$ cat src/rtl/location_streamer.sv
// location_streamer: snapshots a sprite location array on frame_start and streams it
// one coordinate per ready/valid transfer, dimension-minor, with frame/overrun counters.
module location_streamer #(
   parameter int SPRITES    = 3,
   parameter int DIMENSIONS = 2,
   parameter int WIDTH      = 32,
   localparam int SW = (SPRITES > 1) ? $clog2(SPRITES) : 1,
   localparam int DW = (DIMENSIONS > 1) ? $clog2(DIMENSIONS) : 1
) (
   input  logic                                        clk,
   input  logic                                        rst_l,
   input  logic [SPRITES-1:0][DIMENSIONS-1:0][WIDTH-1:0] locations,
   input  logic                                        frame_start,
   input  logic                                        out_ready,
   output logic                                        out_valid,
   output logic [WIDTH-1:0]                            out_data,
   output logic [SW-1:0]                               out_sprite,
   output logic [DW-1:0]                               out_dim,
   output logic                                        out_last,
   output logic                                        done,
   output logic [7:0]                                  overruns,
   output logic [15:0]                                 frames_sent
);
   typedef enum logic {IDLE, STREAM} state_t;
   state_t r_state, w_next;
   logic [SPRITES-1:0][DIMENSIONS-1:0][WIDTH-1:0] r_snap;
   logic [SW-1:0] r_sprite;
   logic [DW-1:0] r_dim;
   logic          r_done;
   logic [7:0]    r_overruns;
   logic [15:0]   r_frames;
   logic          w_xfer, w_end, w_take, w_ovr;

   always_ff @(posedge clk or negedge rst_l)
      if (!rst_l) r_state <= IDLE;
      else r_state <= w_next;

   // A request on the final transfer restarts without an idle cycle; any other request while streaming is dropped.
   always_comb begin
      w_xfer = out_valid & out_ready;
      w_end  = w_xfer & out_last;
      w_take = frame_start & ((r_state == IDLE) | w_end);
      w_ovr  = frame_start & (r_state == STREAM) & ~w_end;
      w_next = w_take ? STREAM : (w_end ? IDLE : r_state);
   end

   always_ff @(posedge clk or negedge rst_l)
      if (!rst_l) begin
         r_snap     <= '0;
         r_sprite   <= '0;
         r_dim      <= '0;
         r_done     <= 1'b0;
         r_overruns <= '0;
         r_frames   <= '0;
      end else begin
         r_done <= w_end;
         if (w_end) r_frames <= r_frames + 16'd1;
         if (w_ovr && r_overruns != 8'hFF) r_overruns <= r_overruns + 8'd1;
         if (w_take) r_snap <= locations;
         if (w_take || w_end) begin
            r_sprite <= '0;
            r_dim    <= '0;
         end else if (w_xfer) begin
            r_dim    <= (r_dim == DW'(DIMENSIONS-1)) ? '0 : r_dim + DW'(1);
            r_sprite <= (r_dim == DW'(DIMENSIONS-1)) ? r_sprite + SW'(1) : r_sprite;
         end
      end

   assign out_valid   = (r_state == STREAM);
   assign out_data    = out_valid ? r_snap[r_sprite][r_dim] : '0;
   assign out_sprite  = r_sprite;
   assign out_dim     = r_dim;
   assign out_last    = out_valid & (r_sprite == SW'(SPRITES-1)) & (r_dim == DW'(DIMENSIONS-1));
   assign done        = r_done;
   assign overruns    = r_overruns;
   assign frames_sent = r_frames;
endmodule
$ cat config.mk
export PLATFORM = sky130hd
export DESIGN_NAME = location_streamer
export DESIGN_NICKNAME = d
export VERILOG_FILES = /design/src/rtl/location_streamer.sv
export SDC_FILE = /design/constraint.sdc
export NUM_CORES = 1
export LEC_CHECK = 0
export CAP_MARGIN = 25
export CORE_UTILIZATION = 51
export DETAILED_ROUTE_END_ITERATION = 10
export GPL_TIMING_DRIVEN = 0
export PLACE_DENSITY = 0.81
export SLEW_MARGIN = 15
export SYNTH_ARGS = -nofsm -noshare
export SYNTH_HDL_FRONTEND = slang
export SYNTH_SLANG_ARGS = --single-unit
export TNS_END_PERCENT = 50
$ cat constraint.sdc
create_clock -name clk -period 2.8 [get_ports clk]
set_clock_uncertainty 0.05 [all_clocks]
set_input_delay 0.56 -clock clk [delete_from_list [all_inputs] [get_ports clk]]
set_output_delay 0.56 -clock clk [all_outputs]
set_load 0.01 [all_outputs]
# After elaboration in Yosys (flattened, before gate mapping)
# Index checks and enable logic that the tools add are counted.
[word_totals]
regBits = 221
inputBits = 196
word_cells = 49
output_inout_bits = 62
[classes]
addsub = 4
order_cmp = 2
bitwise_logic = 10
n_reduce_logical = 6
n_mux = 13
n_eq_ne = 2
[ops]
columns = ["op", "n"]
rows = [
  ["$bmux 64 s2", 1],
  ["$mux 32", 3],
  ["$mux 64", 1],
  ["$add 16x1->16 const B", 1],
  ["$add 8x1->8 const B", 1],
  ["$ne 8x8->1 const B", 1],
  ["$and 1x1->1", 7],
  ["$mux 2", 3],
  ["$reduce_bool 2->1", 3],
  ["$mux 1", 5],
  ["$lt 2x3->1 const B", 1],
  ["$add 2x1->2 const B", 1],
  ["$eq 2x2->1 const B", 1],
  ["$lt 1x2->1 const B", 1],
  ["$not 1->1", 2],
  ["$reduce_and 2->1", 1],
  ["$add 1x1->1 const B", 1],
  ["$logic_and 1x1->1", 1],
  ["$logic_or 1x1->1", 1],
  ["$or 1x1->1", 1],
]

# Logic depth before layout (Yosys ltp)
[depth]
ltp_word = 9
mapped_depth = 9
mapped_depth_nobuf = 6

# Least setup slack after synthesis
# OpenSTA, ideal clock, no wires.
[synth_path]
path_type = "register to register"
start = "register r_sprite[0] (netlist: out_sprite[0])"
end = "register r_snap[0] (netlist name)"
synth_period_minus_slack_ns = 2.172
path_buffers = 3
required_ns = 2.625
slack_ns = 0.628
setup_ns = 0.125
path_stages_with_launch = 10
arrival_time_ns = 1.996
path_cell_list = "dfrtp_1 clkinv_1 buf_2 ha_1 nand3_4 nand2_1 and2_4 buf_12 buf_12 mux2_4"
[synth_via]
elab_chain_cells = 6
[synth_lines]
columns = ["item", "line_no", "rtl"]
rows = [
  ["from (decl)", "27", "logic [SW-1:0] r_sprite;"],
  ["from (signal assigned)", "65", "r_sprite <= (r_dim == DW'(DIMENSIONS-1)) ? r_sprite + SW'(1) : r_sprite;"],
  ["$eq 2x2->1", "73", "assign out_last = out_valid & (r_sprite == SW'(SPRITES-1)) & (r_dim == DW'(DIMENSIONS-1));"],
  ["$and 1x1->1 (2 in a row)", "73", ""],
  ["$and 1x1->1", "41", "w_end = w_xfer & out_last;"],
  ["$or 1x1->1", "42", "w_take = frame_start & ((r_state == IDLE) | w_end);"],
  ["$and 1x1->1", "42", ""],
  ["to (signal assigned)", "59", "if (w_take) r_snap <= locations;"],
  ["to (decl)", "26", "logic [SPRITES-1:0][DIMENSIONS-1:0][WIDTH-1:0] r_snap;"],
]
# No other way between the ends.
# A chain may end at the register's enable or synchronous reset.

# Final worst setup path
[layout_path]
start = "register r_sprite[1] (netlist: out_sprite[1])"
end = "output out_data[9]"
[layout_via]
elab_chain_cells = 5
[layout_lines]
columns = ["item", "line_no", "rtl"]
rows = [
  ["$bmux 64 s2", "70", "assign out_data = out_valid ? r_snap[r_sprite][r_dim] : '0;"],
  ["$mux 64 (not written as such)", "70", ""],
  ["$mux 32 (not written as such) (2 in a row)", "70", ""],
  ["$mux 32", "70", ""],
  ["to (decl)", "16", "output logic [WIDTH-1:0] out_data,"],
]
# No other way between the ends. The select of a mux whose other input is x is not followed.

==> flow_summary.yaml <==
timing:
  slew_viol_final: 0
  worst_pin_slew_ns: 0.557
  rsz0062_at_grt: "true"
  hold_violations: 0
  finalCritPeriodShare_pct: 102
  layout_min_cycle_time_ns: 2.86
  setup_viol: 14
  fin_ws_ns: -0.0599
  relSlewSlack_pct: 62.8
  fmax_mhz: 350
yosys:
  netlist_area_sq_um: 11100
  yosys_most_used_dff: "dfrtp_1"
  avgSynthCellArea_sq_um: 15.7
  synth_edf_count: 0
  async_flop_share_pct: 100
  yosysTopAreaCell: "dfrtp_1"
  yosysSeqAreaShare_pct: 49.7
  ys_seq_elements: 221
  synth_cell_types: 41
  yosys-top-cells-area: "dfrtp_1, mux2_4, mux4_2"
  synth_nets: 910
  synthesis.yosys.warnings: 0
  synth.top_cell.area_share_pct: 49.7
  synthCells: 711
setup_path:
  path_cells: "buf_12, buf_12, buf_6, mux4_2, nand2_2, o21ai_1, and2_1, buf_2"
  rr_startpoint: "out_sprite[1]"
  cpPeakStageDelay_ns: 0.50
  crit_type: "reg2out"
  crit_arrival_ns: 2.25
  cp_common_cell: "buf_12"
  rr_endpoint: "r_snap[20]"
  reg2reg_slack_ns: 0.56
  startpoint_type: "register"
  cp.required_ns: 2.19
  slowest_stage: "mux4_2"
  r2r_cells: 10
  critPathBufInv: 4
  cp-end-kind: "primary output"
  worstPathMaxFanout: 6
  crit_family: "buffers and inverters"
clocking:
  cts_max_level: 1
  clk_pin_slew_ns: 0.07
  clockBufferDepth: 3
  root_buffer: "clkbuf_16"
  clock_latency_ns: 0.51
  cts_tree: "yes"
  cts_made_buffers: 24
  clkSinkCount: 221
finish:
  nets: 1215
  area_delta_synth_final_pct: 36.5
  layout-drive-gt1-share_pct: 36.7
  final-seq-area_sq_um: 5530
  layout_commonest_cell: "clkdlybuf4s50_1"
  fin_util_pct: 71.6
  most-common-layout-cells: "clkdlybuf4s50_1, dfrtp_1, mux2_4"
  multi_input_area_sq_um: 5040
  n_fill_cell: 1427
placed_design:
  io_buffers: 257
  hpwl_mm: 19.3
  gp_congestion: 0.881
power:
  total_power_mw: 16.6
  peakVddDrop_mv: 0.516
  p_per_area_nw_per_um2: 1090
  p_leak_nw: 6.73
global_routing:
  grt_max_degree: 88
  gr-total-overflow: 0
  grt_pass1_wl_mm: 44.0
  antenna_found_initial: 2
  grt.total_usage_pct: 26.1
  grt_pass1_vias: 7720
floorplanning:
  die_height_microns: 150
  initial_core_util_pct: 52.5
  core_sq_um: 21200
  die_x_microns: 150
  rows: 53
  dieArea_sq_um: 22400
  pin_count: 258
drt:
  vias_per_cell: 5.37
  detail-route-antenna-nets: 0
  vias: 7031
  first_pass_iters: 4
  drtIter0Drc: 262
  drc_errors: 0
  wire_per_inst_microns: 21.9
  wirelength_mm: 28.7
hold_path:
  hold_end: "frames_sent[15]"
  min_from: "frames_sent[15]"
  min_path_cells: 1
  hp-class: "reg2reg"
outcome:
  violations: "negative setup slack"
  outcome: "finished, violations left"
job:
  drv_cap: 0
[through the flow]
step / setup TNS (ns) / setup slack, ns / cells / cell area (sq um) / hold WS [ns]
4_1_cts: -1.22 / -0.138 / 1302 / 15100 / 0.447
5_1_grt: -1.88 / -0.127 / 1310 / 15200 / 0.466
3_5_place_dp: 0 / 0.0690 / 1245 / 14100 / 0.437
2_1_floorplan: 0 / 0.628 / 711 / 11100 / 0.214
3_3_place_gp: -1813.21 / -8.22 / 1243 / 14000 / 0.414
6_report: -0.512 / -0.0599 / 1310 / 15200 / 0.438
[flip-flops by register name, summed over array words and instances, names as in the netlist]
register,count
done,1
frames_sent,16
out_dim,1
out_sprite,2
out_valid,1
overruns,8
r_snap,192
[where the power goes]
| part | internal (mW) | switching, mW | total (mW) |
|---|---|---|---|
| clock | 2.04 | 1.30 | 3.34 |
| sequential | 4.67 | 0.963 | 5.64 |
| combinational | 4.74 | 2.87 | 7.60 |
[synthesized netlist by cell type, types with 2 or more instances]
master and instances:
buf_12 21, mux4_2 31, nand2_1 43, nor3_1 4
clkbuf_1 4, mux2_2 15, clkbuf_2 3, and3_1 4
o21ai_0 6, nand4_1 8, xor2_1 6, mux2i_1 33
inv_1 2, ha_1 3, xnor2_1 15, o21ai_1 28
mux2_4 180, buf_2 8, buf_4 4, dfrtp_1 221
nand2b_1 3, buf_6 3, and2_1 37, and4_1 4
a21oi_1 3, nand3_1 7
[worst max path at each step]
stage / slack [ns] / start / end / depth (start not counted)
2_1_floorplan: 0.63 / out_sprite[0] / r_snap[0] / 9
3_3_place_gp: -8.22 / rst_l / r_snap[180] / 1
3_5_place_dp: 0.07 / out_sprite[1] / out_data[17] / 7
4_1_cts: -0.14 / out_sprite[1] / out_data[28] / 7
5_1_grt: -0.13 / out_sprite[1] / out_data[9] / 8
6_report: -0.06 / out_sprite[1] / out_data[9] / 8
[routing by layer]
metal / vias to the layer above / routed length (microns) / GRT usage (%)
met5: - / 0 / 0
met1: 3573 / 12500 / 35.4
met3: 46 / 1630 / 4.66
met2: 252 / 13900 / 42.8
li1: 3160 / - / -
met4: 0 / 685 / 7.83
[layout make-up]
| type | instances | area share [%] |
|---|---|---|
| Antenna cell | 1 | 0.0165 |
| Sequential cell | 221 | 36.4 |
| Buffer | 45 | 4.33 |
| Multi-Input combinational cell | 442 | 33.2 |
| Inverter | 3 | 0.107 |
| Clock buffer | 33 | 4.65 |
| Timing Repair Buffer | 279 | 18.1 |
| Clock inverter | 11 | 0.873 |
| Tap cell | 275 | 2.26 |
[cell families (layout without fill, tap and decap cells)]
family	Yosys count	in the layout	share of synthesized area [%]
adder cells (fa/ha/maj)	3	3	0.337
XOR/XNOR	21	21	1.65
other	0	1	0
AO/OA/AOI/OAI	41	41	1.94
buffers and inverters	48	371	5.28
flip-flops	221	221	49.7
multiplexers	260	260	35.3
AND/OR/NAND/NOR	117	117	5.83
[timing repair]
item	in CTS	in global routing
gates cloned	3	1
setup endpoints to repair	33	32
pin swaps	3	5
hold endpoints to repair	68	0
hold buffers	1	0
resized for setup	162	16
buffers inserted	9	7
No activity file was read; power rests on OpenSTA's default activity.
